$ cat src/rtl/branch_predict_unit.sv
// branch_predict_unit
// Direct-mapped branch target buffer with 2-bit saturating counters, plus the
// execute-stage branch resolution that checks the fetch-time prediction.
//
// Ports:
//   clk, reset          - clock, asynchronous active-high reset
//   F_PC                - fetch PC to look up
//   Pred_Taken, Pred_PC - fetch prediction (combinational lookup)
//   Ex_Valid, Ex_Branch - execute instruction valid / is a conditional branch
//   Ex_PC, Imm          - execute PC and halfword branch offset
//   AluResult           - branch condition (taken iff == 1)
//   Ex_Pred_Taken/PC    - prediction that travelled with the execute instr
//   PC_Imm, PC_Four     - branch target / fall-through PC
//   BrPC, PcSel         - redirect PC and redirect/flush request
//   Br_Count, Mis_Count - saturating resolved-branch / mispredict counters
module branch_predict_unit #(
  parameter int PC_W    = 9,
  parameter int ENTRIES = 16,
  parameter int IDX_W   = $clog2(ENTRIES),
  parameter int TAG_W   = PC_W - IDX_W - 2
) (
  input  logic            clk,
  input  logic            reset,
  input  logic [PC_W-1:0] F_PC,
  output logic            Pred_Taken,
  output logic [31:0]     Pred_PC,
  input  logic            Ex_Valid,
  input  logic            Ex_Branch,
  input  logic [PC_W-1:0] Ex_PC,
  input  logic [31:0]     Imm,
  input  logic [31:0]     AluResult,
  input  logic            Ex_Pred_Taken,
  input  logic [31:0]     Ex_Pred_PC,
  output logic [31:0]     PC_Imm,
  output logic [31:0]     PC_Four,
  output logic [31:0]     BrPC,
  output logic            PcSel,
  output logic [31:0]     Br_Count,
  output logic [31:0]     Mis_Count
);

  localparam int PAD_W = 32 - PC_W;

  // One step of a 2-bit saturating counter.
  function automatic logic [1:0] ctr_step(input logic [1:0] c, input logic up);
    if (up) return (c == 2'b11) ? 2'b11 : c + 2'b01;
    else    return (c == 2'b00) ? 2'b00 : c - 2'b01;
  endfunction

  // 32-bit event counter that sticks at all-ones.
  function automatic logic [31:0] count_sat(input logic [31:0] c);
    return (c == 32'hFFFF_FFFF) ? c : c + 32'd1;
  endfunction

  logic [ENTRIES-1:0]            valid_q;
  logic [ENTRIES-1:0][TAG_W-1:0] tag_q;
  logic [ENTRIES-1:0][31:0]      target_q;
  logic [ENTRIES-1:0][1:0]       ctr_q;
  logic [31:0]                   br_count_q;
  logic [31:0]                   mis_count_q;

  logic [IDX_W-1:0] f_idx, ex_idx;
  logic [TAG_W-1:0] f_tag, ex_tag;
  logic             f_hit, ex_hit;
  logic [31:0]      f_pc_ext, ex_pc_ext;
  logic             act_taken;
  logic             ex_br;
  logic             mispredict;

  assign f_idx  = F_PC[IDX_W+1:2];
  assign f_tag  = F_PC[PC_W-1:IDX_W+2];
  assign ex_idx = Ex_PC[IDX_W+1:2];
  assign ex_tag = Ex_PC[PC_W-1:IDX_W+2];

  assign f_pc_ext  = {{PAD_W{1'b0}}, F_PC};
  assign ex_pc_ext = {{PAD_W{1'b0}}, Ex_PC};

  // Fetch lookup reads the registered table, so a same-index update in this
  // cycle only becomes visible after the edge.
  assign f_hit      = valid_q[f_idx] && (tag_q[f_idx] == f_tag);
  assign Pred_Taken = !reset && f_hit && ctr_q[f_idx][1];
  assign Pred_PC    = Pred_Taken ? target_q[f_idx] : f_pc_ext + 32'd4;

  // Execute resolution
  assign ex_hit    = valid_q[ex_idx] && (tag_q[ex_idx] == ex_tag);
  assign PC_Imm    = ex_pc_ext + (Imm << 1);
  assign PC_Four   = ex_pc_ext + 32'd4;
  assign ex_br     = Ex_Valid && Ex_Branch;
  assign act_taken = ex_br && (AluResult == 32'd1);

  // A taken prediction on a non-branch means the BTB aliased onto it.
  assign mispredict = (ex_br && ((act_taken != Ex_Pred_Taken) ||
                                 (act_taken && (Ex_Pred_PC != PC_Imm)))) ||
                      (Ex_Valid && !Ex_Branch && Ex_Pred_Taken);

  assign PcSel = mispredict;
  assign BrPC  = !mispredict ? 32'd0 : (act_taken ? PC_Imm : PC_Four);

  assign Br_Count  = br_count_q;
  assign Mis_Count = mis_count_q;

  // Table and counter update at the resolve edge
  always_ff @(posedge clk or posedge reset) begin
    if (reset) begin
      valid_q     <= '0;
      tag_q       <= '0;
      target_q    <= '0;
      ctr_q       <= {ENTRIES{2'b01}};
      br_count_q  <= '0;
      mis_count_q <= '0;
    end else begin
      if (ex_br) begin
        br_count_q <= count_sat(br_count_q);
        if (ex_hit) begin
          ctr_q[ex_idx] <= ctr_step(ctr_q[ex_idx], act_taken);
          if (act_taken) target_q[ex_idx] <= PC_Imm;
        end else if (act_taken) begin
          valid_q[ex_idx]  <= 1'b1;
          tag_q[ex_idx]    <= ex_tag;
          target_q[ex_idx] <= PC_Imm;
          ctr_q[ex_idx]    <= 2'b10;
        end
      end else if (Ex_Valid && Ex_Pred_Taken && ex_hit) begin
        valid_q[ex_idx] <= 1'b0;
      end
      if (mispredict) mis_count_q <= count_sat(mis_count_q);
    end
  end

endmodule
$ cat config.mk
export PLATFORM = sky130hd
export DESIGN_NAME = branch_predict_unit
export DESIGN_NICKNAME = d
export VERILOG_FILES = /design/src/rtl/branch_predict_unit.sv
export SDC_FILE = /design/constraint.sdc
export NUM_CORES = 2
export LEC_CHECK = 0
export ABC_AREA = 1
export BUFFER_PORTS_ARGS = -buffer_cell sky130_fd_sc_hd__buf_2
export CORE_ASPECT_RATIO = 1.1
export CORE_MARGIN = 1
export CORE_UTILIZATION = 65
export DETAILED_ROUTE_END_ITERATION = 8
export HOLD_SLACK_MARGIN = 0.03
export PLACE_DENSITY = 0.84
export RECOVER_POWER = 25
export SLEW_MARGIN = 30
export SYNTH_ARGS = -nofsm -noshare
export SYNTH_HDL_FRONTEND = slang
export SYNTH_SLANG_ARGS = --single-unit
$ cat constraint.sdc
create_clock -name clk -period 51 [get_ports clk]
set_clock_uncertainty 0.15 [all_clocks]
set_input_delay 10.2 -clock clk [delete_from_list [all_inputs] [get_ports clk]]
set_output_delay 10.2 -clock clk [all_outputs]
set_load 0.02 [all_outputs]
# == After elaboration in Yosys (flattened, before gate mapping) ==
# Index checks and enable logic that the tools add are counted.
# totals
reg_bits,672
output_inout_bits,194
elab_cells,145
input_bits,119
# classes
n_mux,39
n_reduce_logical,26
order_cmp,3
eq_ne,10
addsub,7
n_bitwise,9
# ops
op,count
bitwise mux 512 bit,1
two-way mux 32 bit,7
binary-select mux 32 bit (select 4 bit),1
demux 32 bit (select 4 bit),1
adder 32 x 1 -> 32 bit (second input constant),2
equality test 32 bit (second input constant),2
two-way mux 16 bit,4
bitwise mux 48 bit,1
adder 9 x 32 -> 32 bit,1
bitwise AND 16 bit,2
bitwise mux 32 bit,1
equality test 32 x 1 -> 1 bit (second input constant),1
!= test 32 bit,1
NOT 16 bit,2
OR 16 bit,2
binary-select mux 3 bit (select 4 bit),2
adder 9 x 3 -> 10 bit (second input constant),2
binary-select mux 2 bit (select 4 bit),2
two-way mux 2 bit,8
logical AND 1 bit,13
demux 3 bit (select 4 bit),1
less-than comparator 4 x 5 -> 1 bit (second input constant),2
two-way mux 3 bit,3
binary-select mux 1 bit (select 4 bit),2
other kinds (17),30

# == Longest topological paths before layout ==
# depth
word_depth,9
ltp_mapped,23
mapped_depth_nobuf,22

# == Least setup slack after synthesis ==
# OpenSTA, ideal clock, no wires.
# synth_timing
kind,input -> output
start,in reset
end,out Pred_PC[14]
path_stages,6
arrival_time_ns,26.154
path_buffers,1
required_ns,40.650
setup_slack_ns,14.496
cell_sequence,inv_1 -> nand3_1 -> nor2_1 -> nand2_1 -> clkbuf_1 -> a2111oi_0
# synth_via
elab_chain_len,4
# synth_lines
element,line_no,rtl
from (decl),23,"input logic reset,"
zero test 1 bit (no line),n/a,
logical AND 1 bit (2 in series),81,assign Pred_Taken = !reset && f_hit && ctr_q[f_idx][1];
two-way mux 32 bit,82,assign Pred_PC = Pred_Taken ? target_q[f_idx] : f_pc_ext + 32'd4;
to (decl),26,"output logic [31:0] Pred_PC,"
# Every way passes these cells.

# == Final worst setup path ==
# layout_timing
start,in reset
end,out Pred_PC[7]
# The elaborated chain is that of the path after synthesis.

==> metrics.cfg <==
[critical_path]
crit_fanout=88
cpMaxStageDelayCell=clkinvlp_2
critPathLaunch=reset
path_common_cell=buf_2
path_cells=buf_2, clkinvlp_2, nand3_1, nor2_1, nand2_1, buf_4, inv_1, o21ai_0, buf_2
worst_r2r_endpoint=Mis_Count[18]
r2r_cells=11
cp-start-kind=input pin
critPathArrivalTime_ns=16.01
end_kind=output pin
path_class=in -> out
cpPeakStageDelay_ns=2.93
rr_startpoint=Mis_Count[1]
worstPathRequired_ns=40.65
r2r_slack_ns=47.35
endpoint=Pred_PC[7]

[pwr]
peakVddDrop_mv=0.02606
power.leakage_uw=0.01814
power_uw=1195
p_per_area_mw_per_mm2=31.20

[outcome]
status=finished, violations left
violations=capacitance limit, slew limit

[routing]
vias=32820
drt_iter0_drc=4126
wl_um=106200
vias_per_cell=6.172
wl_per_cell_um=19.96
drtPass1Iterations=7
final_antenna_net_count=0
drc=0

[final_layout]
area_delta_synth_final_pct=10.43
stdcell_count=5318
drive_gt1_share_pct=9.937
fin_nets=4725
final.fill_count=4157

[placement]
dpl.hpwl_um=65070
dp.cells=5193
port_buffers=289
place_ws_ns=25.50
routabilityCongestion=0.9446

[sta]
worst_slack_ns=24.64
tightest_slew_ns=4.002
grt_setup_unrepaired=no
setup_tns_ns=0
fmax_mhz=37.94
finalSetupViolCount=0
hold_violations=0
min_period_ns=26.36
drv_slew=353
finalCritPeriodShare_pct=51.68
relSlewSlack_pct=-168.3

[global_route]
busiest_layer=met2
met2_usage_pct=63.55
grt_util_met1_pct=50.81
grt_max_degree=181
grt_pass1_wl_um=168200
overflow=0
gr-usage-met3_pct=7.738
antenna_found_initial=4
grt_pass1_vias=31320
grt_usage_pct=39.35

[synthesis]
synth_flop_cell=dfrtp_1
yosys.cell_count.top_type=nand2_1
synth-seq-cells=672
synth_warnings=0
avgSynthCellArea_sq_um=7.740
synth_area_sq_mm=0.03469
synth_top_area_cell=dfrtp_1
synth.area.top_cells=dfrtp_1 (47%), nand2_1 (14%), o21ai_0 (11%)
syn_inst=4482
synth_common_cells=nand2_1 (1297), o21ai_0 (728), dfrtp_1 (656), nor2_1 (294), inv_1 (275)
synth_edf_count=0
seq_area_frac_synth_pct=48.53
synthDistinctLibCells=59
synth_top_area_share_pct=47.32
async_flop_share_pct=100.0

[die]
io_pins=313
row_count=88
dieArea_sq_mm=0.05430
die_x_um=222.3
start_util_pct=65.91
fp.dieH_um=244.3
design.core.area_sq_mm=0.05263

[flow_run]
maxCapViolCount=5

[hold_path]
worstHoldPathType=reg -> reg
min_from=ctr_q[19]
holdPathStages=2

[clock_tree]
cts_made_buffers=69
cts.repair.resized=0
clk-insertion-delay-late_ns=0.62
clk_pin_slew_ns=0.06
root_buffer=clkbuf_16
cts_hold_buf=0
cts_setup_buffers=0
clock_sinks=672
cts_max_path_buffers=3
cts_tree=built
h-tree-depth=3

## per-stage QoR
step           hold WS, ns  instance area (sq um)  utilization (%)
5_1_grt             0.3490                  38300            72.77
4_1_cts             0.3253                  38360            72.89
3_3_place_gp        0.3069                  36060            68.51
6_report            0.3274                  38310            72.79
3_5_place_dp        0.3167                  36070            68.53
2_1_floorplan       0.2913                  34770                -
## cell type report
cell class                 count  area (sq um)  area share [%]
sequential                   672         16840           43.95
multi-input combinational   3229         15510           40.48
clock buffer                  98          2007           5.239
timing repair buffer         331          1719           4.488
inverter                     287          1091           2.848
tap                          675         844.6           2.205
clock inverter                22         291.5          0.7610
antenna                        4         10.01         0.02613
## per-layer routing
| metal | share of wire (%) | vias to the layer above |
|---|---|---|
| met3 | 9.8 | 344 |
| met4 | 4.6 | 6 |
| li1 | - | 15000 |
| met5 | 0.038 | - |
| met2 | 47 | 1848 |
| met1 | 39 | 15630 |
## flip-flops by register name (all words and copies together), names as in the netlist, named ones only
signal     flops
tag_q         48
Br_Count      32
ctr_q         32
Mis_Count     32
target_q     512
## worst min path at each step
| stage | to |
|---|---|
| after floorplan | ctr_q[19] |
| after global placement | ctr_q[19] |
| after detailed placement | register |
| after CTS | ctr_q[19] |
| after global routing | target_q[420] |
| final | ctr_q[19] |
## critical path: cells and delay by family
family | cells | cell delay [ns]
AND/OR/NAND/NOR | 3 | 1.30
AO/OA/AOI/OAI | 1 | 0.39
buffers and inverters | 5 | 4.04
## layout by cell type, fill, tap and decap left out, drive strengths merged, types with 27 or more instances in the layout
cell type	n
o22ai	27
nand3	197
xor2	56
nand2	1334
nor2	300
a22oi	49
a21oi	251
dfrtp	656
clkbuf	166
buf	263
inv	287
o21ai	734
nand4	32
## report_power, final
| group | internal (uW) | leakage [uW] | total [uW] | switching, uW |
|---|---|---|---|---|
| Sequential | 539 | 0.00903 | 546 | 7.04 |
| Combinational | 31.7 | 0.00798 | 130 | 98.6 |
| Clock | 305 | 0.00113 | 519 | 214 |
## cells by family after synthesis
kind of cell	synth area share, %
AOI/OAI and AO/OA	18.77
xor gates and xnor gates	2.132
adders and majority gates	0.5987
buffers and inverters	7.091
DFF	48.53
muxes	0.2922
other	0.01081
and+or+nand+nor	22.57
Note: power is estimated with default switching activity, not from simulation.
